**src/rtl/video_timing_ctrl.sv**
```systemverilog
// Raster sequencer: scan coordinates for the painter plus sync/de delayed to match
// the painter's registered RGB. Start/stop takes effect on frame boundaries only.
module video_timing_ctrl #(
    parameter int H_ACTIVE = 1280,
    parameter int H_FP     = 110,
    parameter int H_SYNC   = 40,
    parameter int H_BP     = 220,
    parameter int V_ACTIVE = 720,
    parameter int V_FP     = 5,
    parameter int V_SYNC   = 5,
    parameter int V_BP     = 20,
    parameter bit SYNC_POL = 1'b1,
    parameter int SYNC_DLY = 1
) (
    input  logic        clk,
    input  logic        rst_n,
    input  logic        en,
    output logic [10:0] sx,
    output logic [10:0] sy,
    output logic        hsync_o,
    output logic        vsync_o,
    output logic        de_o,
    output logic        line_start,
    output logic        frame_start,
    output logic        running,
    output logic [15:0] frame_cnt
);

    localparam int H_TOTAL = H_ACTIVE + H_FP + H_SYNC + H_BP;
    localparam int V_TOTAL = V_ACTIVE + V_FP + V_SYNC + V_BP;
    localparam int NST     = SYNC_DLY + 1;

    localparam logic [10:0] H_LAST = 11'(H_TOTAL - 1);
    localparam logic [10:0] V_LAST = 11'(V_TOTAL - 1);
    localparam logic [10:0] H_ACT  = 11'(H_ACTIVE);
    localparam logic [10:0] V_ACT  = 11'(V_ACTIVE);
    localparam logic [10:0] HS_BEG = 11'(H_ACTIVE + H_FP);
    localparam logic [10:0] HS_END = 11'(H_ACTIVE + H_FP + H_SYNC);
    localparam logic [10:0] VS_BEG = 11'(V_ACTIVE + V_FP);
    localparam logic [10:0] VS_END = 11'(V_ACTIVE + V_FP + V_SYNC);

    generate
        if (SYNC_DLY < 0 || SYNC_DLY > 4) begin : g_bad_dly
            $error("video_timing_ctrl: SYNC_DLY must be 0..4");
        end
        if (H_TOTAL > 2047 || V_TOTAL > 2047) begin : g_bad_total
            $error("video_timing_ctrl: line/frame totals must fit 11 bits");
        end
    endgenerate

    typedef enum logic [1:0] {IDLE, RUN, STOP_PEND} state_t;

    state_t      state, state_nxt;
    logic [10:0] sx_nxt, sy_nxt;
    logic [15:0] fc_nxt;
    logic        last_px, run_nxt, ls_nxt, fs_nxt;
    logic [2:0]  raw_nxt;              // {vs, hs, de}, active-high internally
    logic [2:0]  stg_p [NST];          // stg_p[0] lines up with sx/sy
    logic        hs_l, vs_l, de_l;

    assign last_px = (sx == H_LAST) && (sy == V_LAST);

    always_comb begin
        state_nxt = state;
        sx_nxt    = sx;
        sy_nxt    = sy;
        fc_nxt    = frame_cnt;
        case (state)
            IDLE:      if (en) state_nxt = RUN;
            RUN:       if (!en) state_nxt = STOP_PEND;
            STOP_PEND: begin
                if (en)           state_nxt = RUN;
                else if (last_px) state_nxt = IDLE;
            end
            default:   state_nxt = IDLE;
        endcase
        if (state != IDLE) begin
            if (sx == H_LAST) begin
                sx_nxt = 11'd0;
                if (sy == V_LAST) begin
                    sy_nxt = 11'd0;
                    fc_nxt = frame_cnt + 16'd1;
                end else begin
                    sy_nxt = sy + 11'd1;
                end
            end else begin
                sx_nxt = sx + 11'd1;
            end
        end
    end

    // Raw timing is derived from the next coordinates so it registers alongside sx/sy.
    assign run_nxt    = (state_nxt != IDLE);
    assign raw_nxt[0] = run_nxt && (sx_nxt < H_ACT) && (sy_nxt < V_ACT);
    assign raw_nxt[1] = run_nxt && (sx_nxt >= HS_BEG) && (sx_nxt < HS_END);
    assign raw_nxt[2] = run_nxt && (sy_nxt >= VS_BEG) && (sy_nxt < VS_END);
    assign ls_nxt     = run_nxt && (sx_nxt == 11'd0);
    assign fs_nxt     = ls_nxt && (sy_nxt == 11'd0);

    // Stage p0: state, counters, pulses and raw timing
    always_ff @(posedge clk or negedge rst_n) begin
        if (!rst_n) begin
            state       <= IDLE;
            sx          <= 11'd0;
            sy          <= 11'd0;
            frame_cnt   <= 16'd0;
            line_start  <= 1'b0;
            frame_start <= 1'b0;
            running     <= 1'b0;
        end else begin
            state       <= state_nxt;
            sx          <= sx_nxt;
            sy          <= sy_nxt;
            frame_cnt   <= fc_nxt;
            line_start  <= ls_nxt;
            frame_start <= fs_nxt;
            running     <= run_nxt;
        end
    end

    // Stages p1..pSYNC_DLY: delay line keeps shifting in IDLE so a stop drains out
    always_ff @(posedge clk or negedge rst_n) begin
        if (!rst_n) begin
            for (int i = 0; i < NST; i++) stg_p[i] <= 3'b000;
        end else begin
            stg_p[0] <= raw_nxt;
            for (int i = 1; i < NST; i++) stg_p[i] <= stg_p[i-1];
        end
    end

    assign {vs_l, hs_l, de_l} = stg_p[NST-1];
    assign de_o    = de_l;
    assign hsync_o = SYNC_POL ? hs_l : ~hs_l;
    assign vsync_o = SYNC_POL ? vs_l : ~vs_l;

endmodule

```
**config.mk**
```make
export PLATFORM = sky130hd
export DESIGN_NAME = video_timing_ctrl
export DESIGN_NICKNAME = d
export VERILOG_FILES = /design/src/rtl/video_timing_ctrl.sv
export SDC_FILE = /design/constraint.sdc
export NUM_CORES = 1
export LEC_CHECK = 0
export BUFFER_PORTS_ARGS = -buffer_cell sky130_fd_sc_hd__buf_2
export CAP_MARGIN = 20
export CORE_ASPECT_RATIO = 0.9
export CORE_MARGIN = 5
export CORE_UTILIZATION = 46
export CTS_CLUSTER_DIAMETER = 30
export CTS_CLUSTER_SIZE = 24
export DETAILED_ROUTE_END_ITERATION = 6
export GPL_TIMING_DRIVEN = 0
export PLACE_DENSITY_LB_ADDON = 0.1
export RECOVER_POWER = 100
export SKIP_CTS_REPAIR_TIMING = 1
export SYNTH_ARGS = -nofsm -noshare
export SYNTH_HDL_FRONTEND = slang
export SYNTH_SLANG_ARGS = --single-unit
```
**constraint.sdc**
```tcl
create_clock -name clk -period 6.1 [get_ports clk]
set_input_delay 0.305 -clock clk [delete_from_list [all_inputs] [get_ports clk]]
set_output_delay 0.305 -clock clk [all_outputs]
set_load 0.03 [all_outputs]
```
==> impl_metrics.json <==
{
  "htreeDepth": 2,
  "synth_simple_gate_area_share_pct": 26.67,
  "clk_pin_slew_ns": 0.10,
  "antenna_found_initial": 0,
  "hp-class": "in2reg",
  "setup-tns-final_ns": 0,
  "violations": "capacitance limit, slew limit",
  "hold_viol_final": 0,
  "finClkSkew_ns": 0.005633,
  "cts_tree": "yes",
  "globalplace.congestion": 0.8821,
  "num_antenna_cells": 0,
  "initial_core_util_pct": 47.67,
  "io_pins": 47,
  "dp_slack_ns": 3.452,
  "p_leak_nw": 1.235,
  "rr_startpoint": "sx[1]",
  "die_w_microns": 87.79,
  "wl_per_cell_microns": 15.44,
  "drc_errors": 0,
  "async_flop_share_pct": 100.0,
  "final.period_utilization_pct": 52.53,
  "synth_top_family_by_area": "simple AND/OR/NAND/NOR gates",
  "dpl.cell_count": 356,
  "die_h_microns": 80.01,
  "max_cap_viol_count": 1,
  "critical_path.max_fanout": 10,
  "synth_fa_ha_area_share_pct": 2.498,
  "overflow": 0,
  "worst_pin_slew_ns": 2.122,
  "fin_hold_ws_ns": 0.1640,
  "first_global_vias": 1893,
  "ys.flop_type": "dfrtp_1",
  "synth_nets": 251,
  "core.rowCount": 25,
  "io_buffers": 46,
  "grt_max_degree": 50,
  "min_period_ns": 3.204,
  "critPathRequiredTime_ns": 6.34,
  "synth_compound_area_share_pct": 9.041,
  "postRouteAntennaNets": 0,
  "dieArea_sq_um": 7023,
  "synth_edf_count": 0,
  "clkSinkCount": 49,
  "syn_to_final_growth_pct": 12.44,
  "grtUsageTotal_pct": 16.91,
  "hp-start": "en",
  "synth-xor-area-share_pct": 9.740,
  "yosys_register_bits": 49,
  "synth_cells": 243,
  "max_freq_mhz": 312.1,
  "dr.pass1.iters": 4,
  "slew_headroom_pct": -41.46,
  "finalNonFillerCells": 366,
  "cts_made_buffers": 5,
  "synth-seq-area-share_pct": 48.95,
  "vias": 2008,
  "worstSetupPathType": "reg2reg",
  "vias_per_cell": 5.486,
  "nets": 306,
  "power_w": 0.0007951,
  "totalWireLength_microns": 5650,
  "crit_arrival_ns": 3.44,
  "finalSetupViolations": 0,
  "synthMuxAreaShare_pct": 0.4496,
  "rsz0062_at_grt": "false",
  "clock_latency_ns": 0.30,
  "fill_cells": 500,
  "vdd_ir_drop_max_mv": 0.2411,
  "layout_setup_ws_ns": 2.896,
  "powerDensity_nw_per_um2": 282.3,
  "yosysUniqueCellTypes": 47,
  "multi_input_area_sq_um": 1174,
  "dp_hpwl_microns": 4046,
  "drtIter0Drc": 89,
  "status": "finished with violations",
  "startpoint_type": "flip-flop",
  "syn_area_per_cell_sq_um": 10.31,
  "regArea_sq_um": 1226,
  "yosysWarnings": 0,
  "finalMaxSlewViolations": 41,
  "drive_above_1_share_pct": 5.351,
  "netlist_area_sq_um": 2505,
  "cts_buffer_depth": 2,
  "cts-root-buf": "clkbuf_8",
  "core-area_sq_um": 5255,
  "critPathCaptureType": "flip-flop",
  "critPathLaunch": "sx[1]",
  "grt_first_pass_wirelength_microns": 9225
}
[worst max-delay path, stage by stage (launching register included)]
cell      delay, ns
dfrtp_1        0.47
inv_1          0.11
ha_1           0.14
nor3b_1        0.45
nand4_1        0.54
nor3_1         0.46
and3_1         0.22
o21bai_1       0.10
or4_1          0.53
nor2_1         0.11
[Yosys cell counts, types with 2 or more instances]
cell type | n | area [sq um]
dfrtp_1 | 49 | 1226
nand2_1 | 25 | 93.84
xnor2_1 | 17 | 148.9
nand3_1 | 16 | 80.08
nor2_1 | 14 | 52.55
nand4_1 | 12 | 75.07
o21ai_0 | 11 | 55.05
inv_1 | 10 | 37.54
xor2_1 | 9 | 78.83
a21oi_1 | 8 | 40.04
nor3_1 | 7 | 35.03
and3_1 | 6 | 37.54
ha_1 | 5 | 62.56
or4_1 | 5 | 37.54
nor4_1 | 4 | 25.02
or3_1 | 4 | 25.02
and4_1 | 3 | 26.28
nand4_2 | 3 | 37.54
a2bb2oi_1 | 2 | 17.52
buf_2 | 2 | 10.01
nand2b_1 | 2 | 12.51
nor3b_1 | 2 | 15.01
o211ai_1 | 2 | 15.01
o21bai_1 | 2 | 15.01
[area by class of cell]
| class | instances | share of cell area, % |
|---|---|---|
| Buffer | 4 | 0.5775 |
| Clock inverter | 3 | 0.7996 |
| Timing Repair Buffer | 48 | 6.664 |
| Sequential cell | 49 | 43.54 |
| Multi-Input combinational cell | 180 | 41.67 |
| Inverter | 10 | 1.333 |
| Clock buffer | 5 | 2.443 |
| Tap cell | 67 | 2.976 |
[stage by stage]
step | cell area [sq um] | util, %
5_1_grt | 2816 | 53.60
3_3_place_gp | 2819 | 53.64
2_1_floorplan | 2505 | -
3_5_place_dp | 2819 | 53.64
6_report | 2816 | 53.60
4_1_cts | 2910 | 55.38
[registers in the layout (all words and copies together) (netlist names)]
name,cells
de_o,1
frame_cnt,16
line_start,1
vsync_o,1
sx,11
sy,11
state,2
hsync_o,1
stg_p,3
running,1
frame_start,1
[worst paths after layout]
path	slack [ns]	cells past startpoint	end
worst min-delay path	0.16	2	state[1]
min in group asynchronous	0.49	2	sx[7]
max in group asynchronous	3.26	3	sx[9]
worst max register to register	2.90	9	frame_start
worst min register to register	0.35	0	de_o
worst max-delay path	2.90	9	frame_start
[power by group]
part	total, W	switching (W)	internal (W)
sequential	0.000391	0.0000391	0.000351
combinational	0.000205	0.000141	0.0000642
clock	0.000199	0.000118	0.0000817
total	0.000795	0.000298	0.000497
[routing by layer]
layer | wire (microns) | vias up | GRT usage, %
li1 | - | 994 | -
met1 | 2780 | 963 | 23.78
met2 | 2531 | 44 | 26.51
met3 | 280 | 7 | 3.199
met4 | 58 | 0 | 4.755
met5 | 0 | - | 0
[cells in the final DEF, fill, tap and decap left out, drive strengths merged, types with 9 or more instances in the layout]
cell and instances:
clkbuf 54, dfrtp 49, nand2 25, xnor2 18
nand3 16, nand4 15, nor2 14, o21ai 11
inv 10, xor2 9
[cells by family (layout without fill, tap and decap cells)]
kind of cell / after synthesis / count (layout)
adder cells (fa/ha/maj): 5 / 5
AO/OA/AOI/OAI: 34 / 34
AND/OR/NAND/NOR: 113 / 113
XOR/XNOR: 27 / 27
multiplexers: 1 / 1
buffers and inverters: 14 / 70
flip-flops: 49 / 49
No activity file was read; power rests on OpenSTA's default activity.
